===== config.mk =====
export PLATFORM = sky130hd
export DESIGN_NAME = instruction_fetch
export DESIGN_NICKNAME = d
export VERILOG_FILES = /design/src/rtl/instruction_fetch.sv
export SDC_FILE = /design/constraint.sdc
export NUM_CORES = 1
export LEC_CHECK = 0
export ABC_AREA = 1
export CAP_MARGIN = 20
export CORE_ASPECT_RATIO = 0.9
export CORE_UTILIZATION = 38
export DETAILED_ROUTE_END_ITERATION = 16
export PLACE_DENSITY = 0.64
export SYNTH_ARGS = -nofsm -noshare
export SYNTH_HDL_FRONTEND = slang
export SYNTH_SLANG_ARGS = --single-unit

===== constraint.sdc =====
create_clock -name clk_i -period 5 [get_ports clk_i]
set_clock_uncertainty 0.05 [all_clocks]
set_input_delay 0.5 -clock clk_i [delete_from_list [all_inputs] [get_ports clk_i]]
set_output_delay 0.5 -clock clk_i [all_outputs]
set_load 0.03 [all_outputs]

===== src/rtl/instruction_fetch.sv =====
// Instruction fetch stage: PC, credit-limited imem request/grant/response handshake,
// and a 2-entry {pc, instr} buffer feeding the decoder over valid/ready.
module instruction_fetch #(
  parameter logic [31:0] RESET_PC = 32'h0000_0000
) (
  input  logic        clk_i,
  input  logic        rst_ni,
  input  logic        redirect_valid_i,
  input  logic [31:0] redirect_pc_i,
  output logic        imem_req_o,
  output logic [31:0] imem_addr_o,
  input  logic        imem_gnt_i,
  input  logic        imem_rvalid_i,
  input  logic [31:0] imem_rdata_i,
  output logic        instr_valid_o,
  input  logic        instr_ready_i,
  output logic [31:0] instruction_o,
  output logic [31:0] pc_o
);

  localparam logic [31:0] Nop = 32'h0000_0013;

  logic [31:0] pc_q;
  logic [1:0]  outstanding_q, outstanding_d;
  logic [1:0]  discard_q;

  // In-order PCs of granted requests, consumed by every response (kept or dropped)
  logic [31:0] pcq_q [2];
  logic        pcq_rd_q, pcq_wr_q;

  logic [31:0] fifo_pc_q    [2];
  logic [31:0] fifo_instr_q [2];
  logic        fifo_rd_q, fifo_wr_q;
  logic [1:0]  fifo_cnt_q;

  logic grant, resp, drop, push, pop, credit;

  logic unused_redirect_bits;
  assign unused_redirect_bits = ^redirect_pc_i[1:0];

  // A response can only arrive into a free slot: outstanding + buffered never exceeds 2
  assign credit     = ({1'b0, outstanding_q} + {1'b0, fifo_cnt_q}) < 3'd2;
  assign imem_req_o = rst_ni && credit;
  assign imem_addr_o = pc_q;

  assign instr_valid_o = (fifo_cnt_q != 2'd0);
  assign instruction_o = instr_valid_o ? fifo_instr_q[fifo_rd_q] : Nop;
  assign pc_o          = instr_valid_o ? fifo_pc_q[fifo_rd_q] : 32'h0;

  always_comb begin
    grant         = imem_req_o && imem_gnt_i;
    resp          = imem_rvalid_i && (outstanding_q != 2'd0);
    drop          = resp && (discard_q != 2'd0);
    push          = resp && !drop;
    pop           = instr_valid_o && instr_ready_i;
    outstanding_d = outstanding_q + {1'b0, grant} - {1'b0, resp};
  end

  always_ff @(posedge clk_i or negedge rst_ni) begin
    if (!rst_ni) begin
      pc_q          <= RESET_PC;
      outstanding_q <= 2'd0;
      discard_q     <= 2'd0;
      pcq_rd_q      <= 1'b0;
      pcq_wr_q      <= 1'b0;
      fifo_rd_q     <= 1'b0;
      fifo_wr_q     <= 1'b0;
      fifo_cnt_q    <= 2'd0;
    end else begin
      outstanding_q <= outstanding_d;
      if (grant) pcq_wr_q <= ~pcq_wr_q;
      if (resp)  pcq_rd_q <= ~pcq_rd_q;
      if (redirect_valid_i) begin
        // Everything still in flight after this edge belongs to the old stream
        pc_q       <= {redirect_pc_i[31:2], 2'b00};
        discard_q  <= outstanding_d;
        fifo_rd_q  <= 1'b0;
        fifo_wr_q  <= 1'b0;
        fifo_cnt_q <= 2'd0;
      end else begin
        if (grant) pc_q <= pc_q + 32'd4;
        if (drop)  discard_q <= discard_q - 2'd1;
        if (push)  fifo_wr_q <= ~fifo_wr_q;
        if (pop)   fifo_rd_q <= ~fifo_rd_q;
        fifo_cnt_q <= fifo_cnt_q + {1'b0, push} - {1'b0, pop};
      end
    end
  end

  always_ff @(posedge clk_i) begin
    if (grant) pcq_q[pcq_wr_q] <= pc_q;
    if (push && !redirect_valid_i) begin
      fifo_pc_q[fifo_wr_q]    <= pcq_q[pcq_rd_q];
      fifo_instr_q[fifo_wr_q] <= imem_rdata_i;
    end
  end

endmodule


* Word level (Yosys, flattened, before mapping)
Memory sizes are Yosys's and may differ from the RTL's. Index checks and enable logic that the tools add are counted.
Storage, ports and cells: RAM bits 192, register bits after elaboration 42, output and inout bits 98, memories kept 3
Cells by class: add/subtract/negate cells 7, multiplexer cells 15, bitwise logic cells 4, reduce and logical (&&, ||, !) cells 16, magnitude comparators 1
Memory list:
- fifo_instr_q | words 2, width 32, rd ports 1, clocked after memory_dff 0, wr ports 1, RTL line 32 | logic [31:0] fifo_instr_q [2];
- fifo_pc_q | words 2, width 32, rd ports 1, clocked after memory_dff 0, wr ports 1, RTL line 31 | logic [31:0] fifo_pc_q [2];
- pcq_q | words 2, width 32, rd ports 1, clocked after memory_dff 0, wr ports 1, RTL line 28 | logic [31:0] pcq_q [2];
Operator list (number):
- 2-to-1 mux 32 bit | 4
- adder 32 x 3 -> 32 bit (second input constant) | 1
- nonzero test 2 bit | 7
- 2-to-1 mux 1 bit | 8
- logical AND 1 bit | 7
- 2-to-1 mux 2 bit | 3
- adder 2 x 1 -> 2 bit | 2
- inverter 1 bit | 4
- subtractor 2 x 1 -> 2 bit | 2
- adder 2 x 2 -> 3 bit | 1
- < comparator 3 x 2 -> 1 bit (second input constant) | 1
- logical NOT 1 bit | 2
- subtractor 2 x 1 -> 2 bit (second input constant) | 1

* Logic depth before layout (Yosys ltp)
Gate-level depths: netlist of run 1.
depth in word-level cells 8, gate-level depth with buffers 10, gate-level depth less buffers 10

* Worst setup path before layout of run 1
No wires, ideal clock.
path kind input -> register, start point input port imem_rvalid_i, end point memory fifo_instr_q[0][0] (enable), arrival time 3479 ps, data required time 4468 ps, slack 989 ps, cell stages on the path 4, path through o21ai_0 > nor2_1 > nand2_1 > nor2_1
Between the ends: cells in the longest elaborated chain, start to end 7
Ends and longest elaborated chain:
- from (decl) | RTL line 13 | input logic imem_rvalid_i,
- logical AND 1 bit * | RTL line 52 | resp = imem_rvalid_i && (outstanding_q != 2'd0);
- logical AND 1 bit | RTL line 53 | drop = resp && (discard_q != 2'd0);
- logical NOT 1 bit | RTL line 54 | push = resp && !drop;
- logical AND 1 bit * | RTL line 54
- logical AND 1 bit * | RTL line 92 | if (push && !redirect_valid_i) begin
- 2-to-1 mux 1 bit * | RTL line 92
- 2-to-1 mux 1 bit (implied by the code) * | RTL line 94 | fifo_instr_q[fifo_wr_q] <= imem_rdata_i;
- to (decl) | RTL line 32
Every way passes the cells marked *; elsewhere a longest branch is shown, timed or not.

* Worst setup path after layout of run 1
start point register fifo_rd_q, end point output port instruction_o[15]
Between the ends: cells in the longest elaborated chain, start to end 2
Ends and longest elaborated chain:
- from (decl) | RTL line 33 | logic fifo_rd_q, fifo_wr_q;
- from (signal assigned) | RTL line 84 | if (pop) fifo_rd_q <= ~fifo_rd_q;
- memory (2 x 32 bit)
- 2-to-1 mux 32 bit | RTL line 47 | assign instruction_o = instr_valid_o ? fifo_instr_q[fifo_rd_q] : Nop;
- to (decl) | RTL line 17 | output logic [31:0] instruction_o,
No other way between the ends.

==> flow_summary.toml, run 1 <==
[worst_setup_path]
cpPeakStageDelay_ns = 0.71
crit_chain = "inv_2 -> buf_4 -> nand2_1 -> a21oi_1 -> clkdlybuf4s50_1"
cp_top_family = "buffers and inverters"
worst-endpoint-required_ns = 4.45
worstPathArrival_ns = 2.86
crit_buf_inv = 3
cp-end-kind = "output port"
critical_path_class = "flop to output port"
start_kind = "flop"
crit_fanout = 43
cp_slowest_cell = "clkdlybuf4s50_1"

[sta]
timing.final.hold_violations = 0
fin_ws_ns = 1.59
max_slew_margin_pct = 32.0
min_period_ns = 3.41
fin_crit_sh_pct = 68.1
worst_pin_slew_ns = 1.02
slew_viol_final = 0
totalNegativeSetupSlack_ns = 0
final-setup-viol-count = 0
fmax_mhz = 294
rsz0062_at_grt = "false"

[yosys]
synth_area_sq_um = 9600
synth_cell_type_count = 31
async_flop_share_pct = 17.9
synth-seq-area-share_pct = 68.0
synthCells = 898
synthFlopType = "edfxtp_1"
synth_edf_count = 184
yosysWarnings = 0
syn_area_per_cell_sq_um = 10.7
ys_ff_latch = 224

[global_routing]
track_usage_pct = 16.5
gr-total-overflow = 0
grt_start_max_net_pins = 65
antenna_found_initial = 0
grt_first_pass_wirelength_mm = 33.5
first_global_vias = 6312

[final_layout]
nNetsFinal = 1140
drive_gt1_share_pct = 8.04
num_antenna_cells = 0
areaGrowthSynthToFinish_pct = 28.9

[clock_tree]
cts.sinks = 224
cts_resized = 0
ctsHoldBuffers = 0
htree_num_levels = 1
cts_tree = "yes"
cts_buffers = 25
post-cts-setup-buffers = 0
clkTransAtPathRegs_ns = 0.07
clk_latency_ns = 0.53
clockRootBuffer = "clkbuf_16"
clk_path_buf_depth = 3

[routing]
drt-initial-drc-count = 356
vias = 6630
met2_length_mm = 9.73
ant_nets = 0
wl_met3_mm = 1.40
met1_length_mm = 9.96
dr.pass1.iters = 5
highest_layer = "met4"
routed_wl_mm = 21.4
wl_per_cell_um = 15.1
routed_via_density = 4.68
drcViolationCount = 0

[place]
dp_hpwl_mm = 14.2
place_ws_ns = 1.88
io_buffers = 161
place.gp.congestion = 0.806

[power]
p_per_area_nw_per_um2 = 534
peakVddDrop_mv = 0.257
p_leak_nw = 4.72

[hold_path]
min_path_type = "input pin to asynchronous set/reset pin"

[floorplan]
rows = 54
coreArea_sq_um = 24500
die_area_sq_um = 25900
ios = 168
die_x_um = 170
start_util_pct = 39.1
die_h_um = 153

[run]
maxCapViolations = 0

[outcome]
outcome = "finished, final reports clean"
[placed cells by master, fill, tap and decap left out, types with 16 or more instances in the layout]
master and n:
a21oi_1 62, clkbuf_16 25, clkdlybuf4s50_1 160, dfrtp_1 39
edfxtp_1 184, inv_1 50, nand2_1 354, nand3_1 46
nor2_1 29, o21ai_0 16
[worst register-to-register path, stage by stage (launching register included)]
cell	delay, ns
dfrtp_1	0.43
nand2_1	0.08
inv_1	0.04
fa_1	0.48
nor2_2	0.17
nand3_4	0.16
nand2_2	0.34
inv_1	0.33
nand2_1	0.13
nand2_1	0.06
o21bai_1	0.14
[final timing paths]
kind,start,depth (start not counted),slack (ns),endpoint
min,rst_ni,2,0.16,imem_addr_o[26]$_DFFE_PN0P_
min reg2reg,pcq_q[0][25]$_DFFE_PP_,2,0.48,fifo_pc_q[1][25]$_DFFE_PP_
max,fifo_rd_q$_DFFE_PN0P_,5,1.59,instruction_o[15]
max in group asynchronous,rst_ni,2,4.28,fifo_rd_q$_DFFE_PN0P_
max reg2reg,fifo_cnt_q[0]$_DFF_PN0_,10,2.47,imem_addr_o[7]$_DFFE_PN0P_
min in group clk_i,rst_ni,3,0.41,pcq_wr_q$_DFFE_PN0P_
[flip-flops by register name (all words and copies together) (netlist names)]
| signal | cells |
|---|---|
| fifo_rd_q | 1 |
| imem_addr_o | 30 |
| pcq_q | 60 |
| pcq_rd_q | 1 |
| fifo_pc_q | 60 |
| pcq_wr_q | 1 |
| discard_q | 2 |
| outstanding_q | 2 |
| fifo_wr_q | 1 |
| fifo_cnt_q | 2 |
| fifo_instr_q | 64 |
[through the flow]
stage | area, sq um | utilization (%) | hold WS [ns] | power, W | cells
6_report | 12400 | 50.4 | 0.164 | 0.00661 | 1418
5_1_grt | 12400 | 50.4 | 0.206 | 0.00697 | 1418
3_5_place_dp | 11600 | 47.2 | 0.469 | 0.00494 | 1372
4_1_cts | 12400 | 50.4 | 0.195 | 0.00669 | 1418
3_3_place_gp | 11600 | 47.2 | 0.463 | 0.00490 | 1372
2_1_floorplan | 9610 | - | 0.154 | 0.00399 | 901
[routing by layer]
metal / up-vias / GRT usage, %
met5: - / 0
met4: 0 / 3.78
met3: 25 / 3.38
met2: 210 / 26.3
met1: 3079 / 23.2
li1: 3316 / -
[report_power, final]
part	switching (W)	internal (W)	total [W]
clock	0.000707	0.00103	0.00174
combinational	0.00150	0.000795	0.00230
sequential	0.000193	0.00238	0.00257
[cells by family after synthesis]
group,after synthesis,synth area share (%)
compound gates,96,5.45
xor+xnor,14,1.28
fa+ha+maj,7,0.991
buf+inv,92,4.09
flops,224,68.0
other cells,1,0.0391
simple gates,464,20.2
[layout make-up]
cell class | instances | area [sq um]
Timing Repair Buffer | 172 | 1690
Inverter | 55 | 206
Fill cell | 2215 | 12200
Tap cell | 336 | 420
Sequential cell | 224 | 6530
Clock buffer | 34 | 699
Clock inverter | 12 | 98.8
Multi-Input combinational cell | 585 | 2730
[cell usage after synthesis (5+ instances only)]
cell	number	area, sq um
edfxtp_1	184	5530
ha_1	6	75.1
clkbuf_1	18	67.6
nand2_1	354	1330
inv_2	5	18.8
nor2_2	9	56.3
nor2_1	34	128
nand3_1	46	230
nand2_2	6	37.5
xor2_1	10	87.6
dfrtp_1	40	1000
o21bai_1	12	90.1
o21ai_0	16	80.1
buf_2	11	55.1
nor2_4	7	78.8
a21oi_1	62	310
buf_4	5	37.5
inv_1	50	188
Power figures use the tool's default switching activity.
==> run 2: changes to the inputs <==
Clock period 5 ns to 3.45 ns, I/O delays scaled along.
==> flow_summary.toml, run 2 (synthesized netlist as in run 1, its figures left out) <==
[clock_tree]
ctsHoldBuffers = 0
htree_num_levels = 1
post-cts-setup-buffers = 0
clk_path_buf_depth = 3
cts_tree = "yes"
clk_latency_ns = 0.52
clkTransAtPathRegs_ns = 0.06
cts.sinks = 224
cts_resized = 0
cts_buffers = 24
clockRootBuffer = "clkbuf_16"

[outcome]
failed_checks = "hold timing"
outcome = "finished with violations"

[floorplan]
coreArea_sq_um = 24500
die_area_sq_um = 25900
die_h_um = 153
start_util_pct = 39.1
die_x_um = 170
rows = 54
ios = 168

[power]
swShare_pct = 36.1
p_leak_nw = 4.72
intPower_w = 0.00610
p_seq_share_pct = 39.0
peakVddDrop_mv = 0.376
p_per_area_nw_per_um2 = 772
power_frac_clock_pct = 26.1
comb_power_share_pct = 35.0
power_switching_w = 0.00345

[worst_setup_path]
r2r_slack_ns = 0.98
critical_path_class = "flop to output port"
worst-endpoint-required_ns = 3.05
reg2reg_from = "fifo_cnt_q[0]$_DFF_PN0_"
r2r_end = "imem_addr_o[10]$_DFFE_PN0P_"
worstPathArrival_ns = 2.59
crit_chain = "inv_2 -> buf_12 -> nand2_1 -> a21oi_1 -> clkdlybuf4s50_1"
cpPeakStageDelay_ns = 0.71
cp_slowest_cell = "clkdlybuf4s50_1"
reg2regPathDepth = 10
cp-end-kind = "output port"
start_kind = "flop"
crit_path_start = "fifo_rd_q$_DFFE_PN0P_"
crit_fanout = 33

[place]
dp_hpwl_mm = 13.9
place_inst = 1373
io_buffers = 161
place.gp.congestion = 0.817
placed_cell_area_sq_um = 11600
place_ws_ns = 0.969

[global_routing]
gr-total-overflow = 0
first_global_vias = 6443
track_usage_pct = 16.6
grt_start_max_net_pins = 65
antenna_found_initial = 0
grt_first_pass_wirelength_mm = 33.9

[sta]
final-setup-viol-count = 0
min_period_ns = 2.98
rsz0062_at_grt = "false"
fin_crit_sh_pct = 86.4
slew_viol_final = 0
worst_pin_slew_ns = 0.999
fin_ws_ns = 0.468
fmax_mhz = 335
timing.final.hold_violations = 9
totalNegativeSetupSlack_ns = 0
whs_ns = -0.00298
max_slew_margin_pct = 33.3

[final_layout]
reg_top3 = "fifo_instr_q (64), fifo_pc_q (60), pcq_q (60)"
layout_common_cells = "354 x nand2_1, 184 x edfxtp_1, 160 x clkdlybuf4s50_1"
drive_gt1_share_pct = 7.68
num_antenna_cells = 0
final_util_pct = 50.5
regMostFlops = "fifo_instr_q"
final-instance-count-excl-fill = 1417
areaGrowthSynthToFinish_pct = 29.0
nNetsFinal = 1140
largest_reg_flops = 64
fin_area_sq_um = 12400
final_common_cell = "nand2_1"

[routing]
drcViolationCount = 0
ant_nets = 0
drt-initial-drc-count = 418
vias = 6624
dr.pass1.iters = 5
routed_via_density = 4.67
routed_wl_mm = 21.3
wl_per_cell_um = 15.0

[run]
maxCapViolations = 0

[hold_path]
min_path_type = "input pin to asynchronous set/reset pin"
[run 2: cell count changes in the layout (fill, tap and decap cells not counted), sizes merged]
cell | previous run | this run
clkinv | 9 | 7
buf | 12 | 13
bufinv | 1 | 2
inv | 56 | 55
[run 2: worst max path at each step]
stage	to	slack, ns	depth (start not counted)
after floorplan	pcq_q[0][10]$_DFFE_PP_	0.47	6
after global placement	pc_o[9]	0.98	5
after detailed placement	imem_addr_o[10]$_DFFE_PN0P_	0.97	10
after CTS	pc_o[13]	0.42	4
after global routing	instruction_o[2]	0.30	5
final	instruction_o[11]	0.47	5
[run 2: power groups by stage]
| stage | clock network, W | logic, W | registers (W) |
|---|---|---|---|
| after floorplan | 0 | 0.00192 | 0.00386 |
| after global placement | 0 | 0.00334 | 0.00376 |
| after detailed placement | 0 | 0.00339 | 0.00377 |
| after CTS | 0.00256 | 0.00339 | 0.00372 |
| after global routing | 0.00265 | 0.00366 | 0.00377 |
| final | 0.00249 | 0.00334 | 0.00372 |
[run 2: layout make-up]
cell class,instances,area (sq um)
Tap cell,336,420
Inverter,55,206
Clock buffer,34,668
Sequential cell,224,6530
Fill cell,2169,12100
Clock inverter,10,109
Multi-Input combinational cell,585,2720
Timing Repair Buffer,173,1730
[run 2: routing by layer]
layer / part of all wire (%) / vias to the layer above / routed length [um] / global-route usage (%)
li1: - / 3310 / - / -
met1: 47 / 3062 / 9980 / 23.7
met2: 45 / 217 / 9570 / 26.3
met3: 5.9 / 35 / 1260 / 2.88
met4: 2.2 / 0 / 464 / 4.25
met5: 0 / - / 0 / 0
[run 2: stage by stage]
| step | hold WS [ns] | power (W) |
|---|---|---|
| floorplan | -0.000591 | 0.00577 |
| global placement | 0.463 | 0.00710 |
| detailed placement | 0.469 | 0.00716 |
| CTS | 0.0319 | 0.00967 |
| global route | 0.0605 | 0.0101 |
| finish | -0.00298 | 0.00956 |
[run 2: worst max-delay path, delay by kind of cell, from the launching register on]
kind | cells | cell delay, ns
flops | 1 | 0.40
simple gates | 1 | 0.07
compound gates | 1 | 0.16
buf+inv | 3 | 1.41
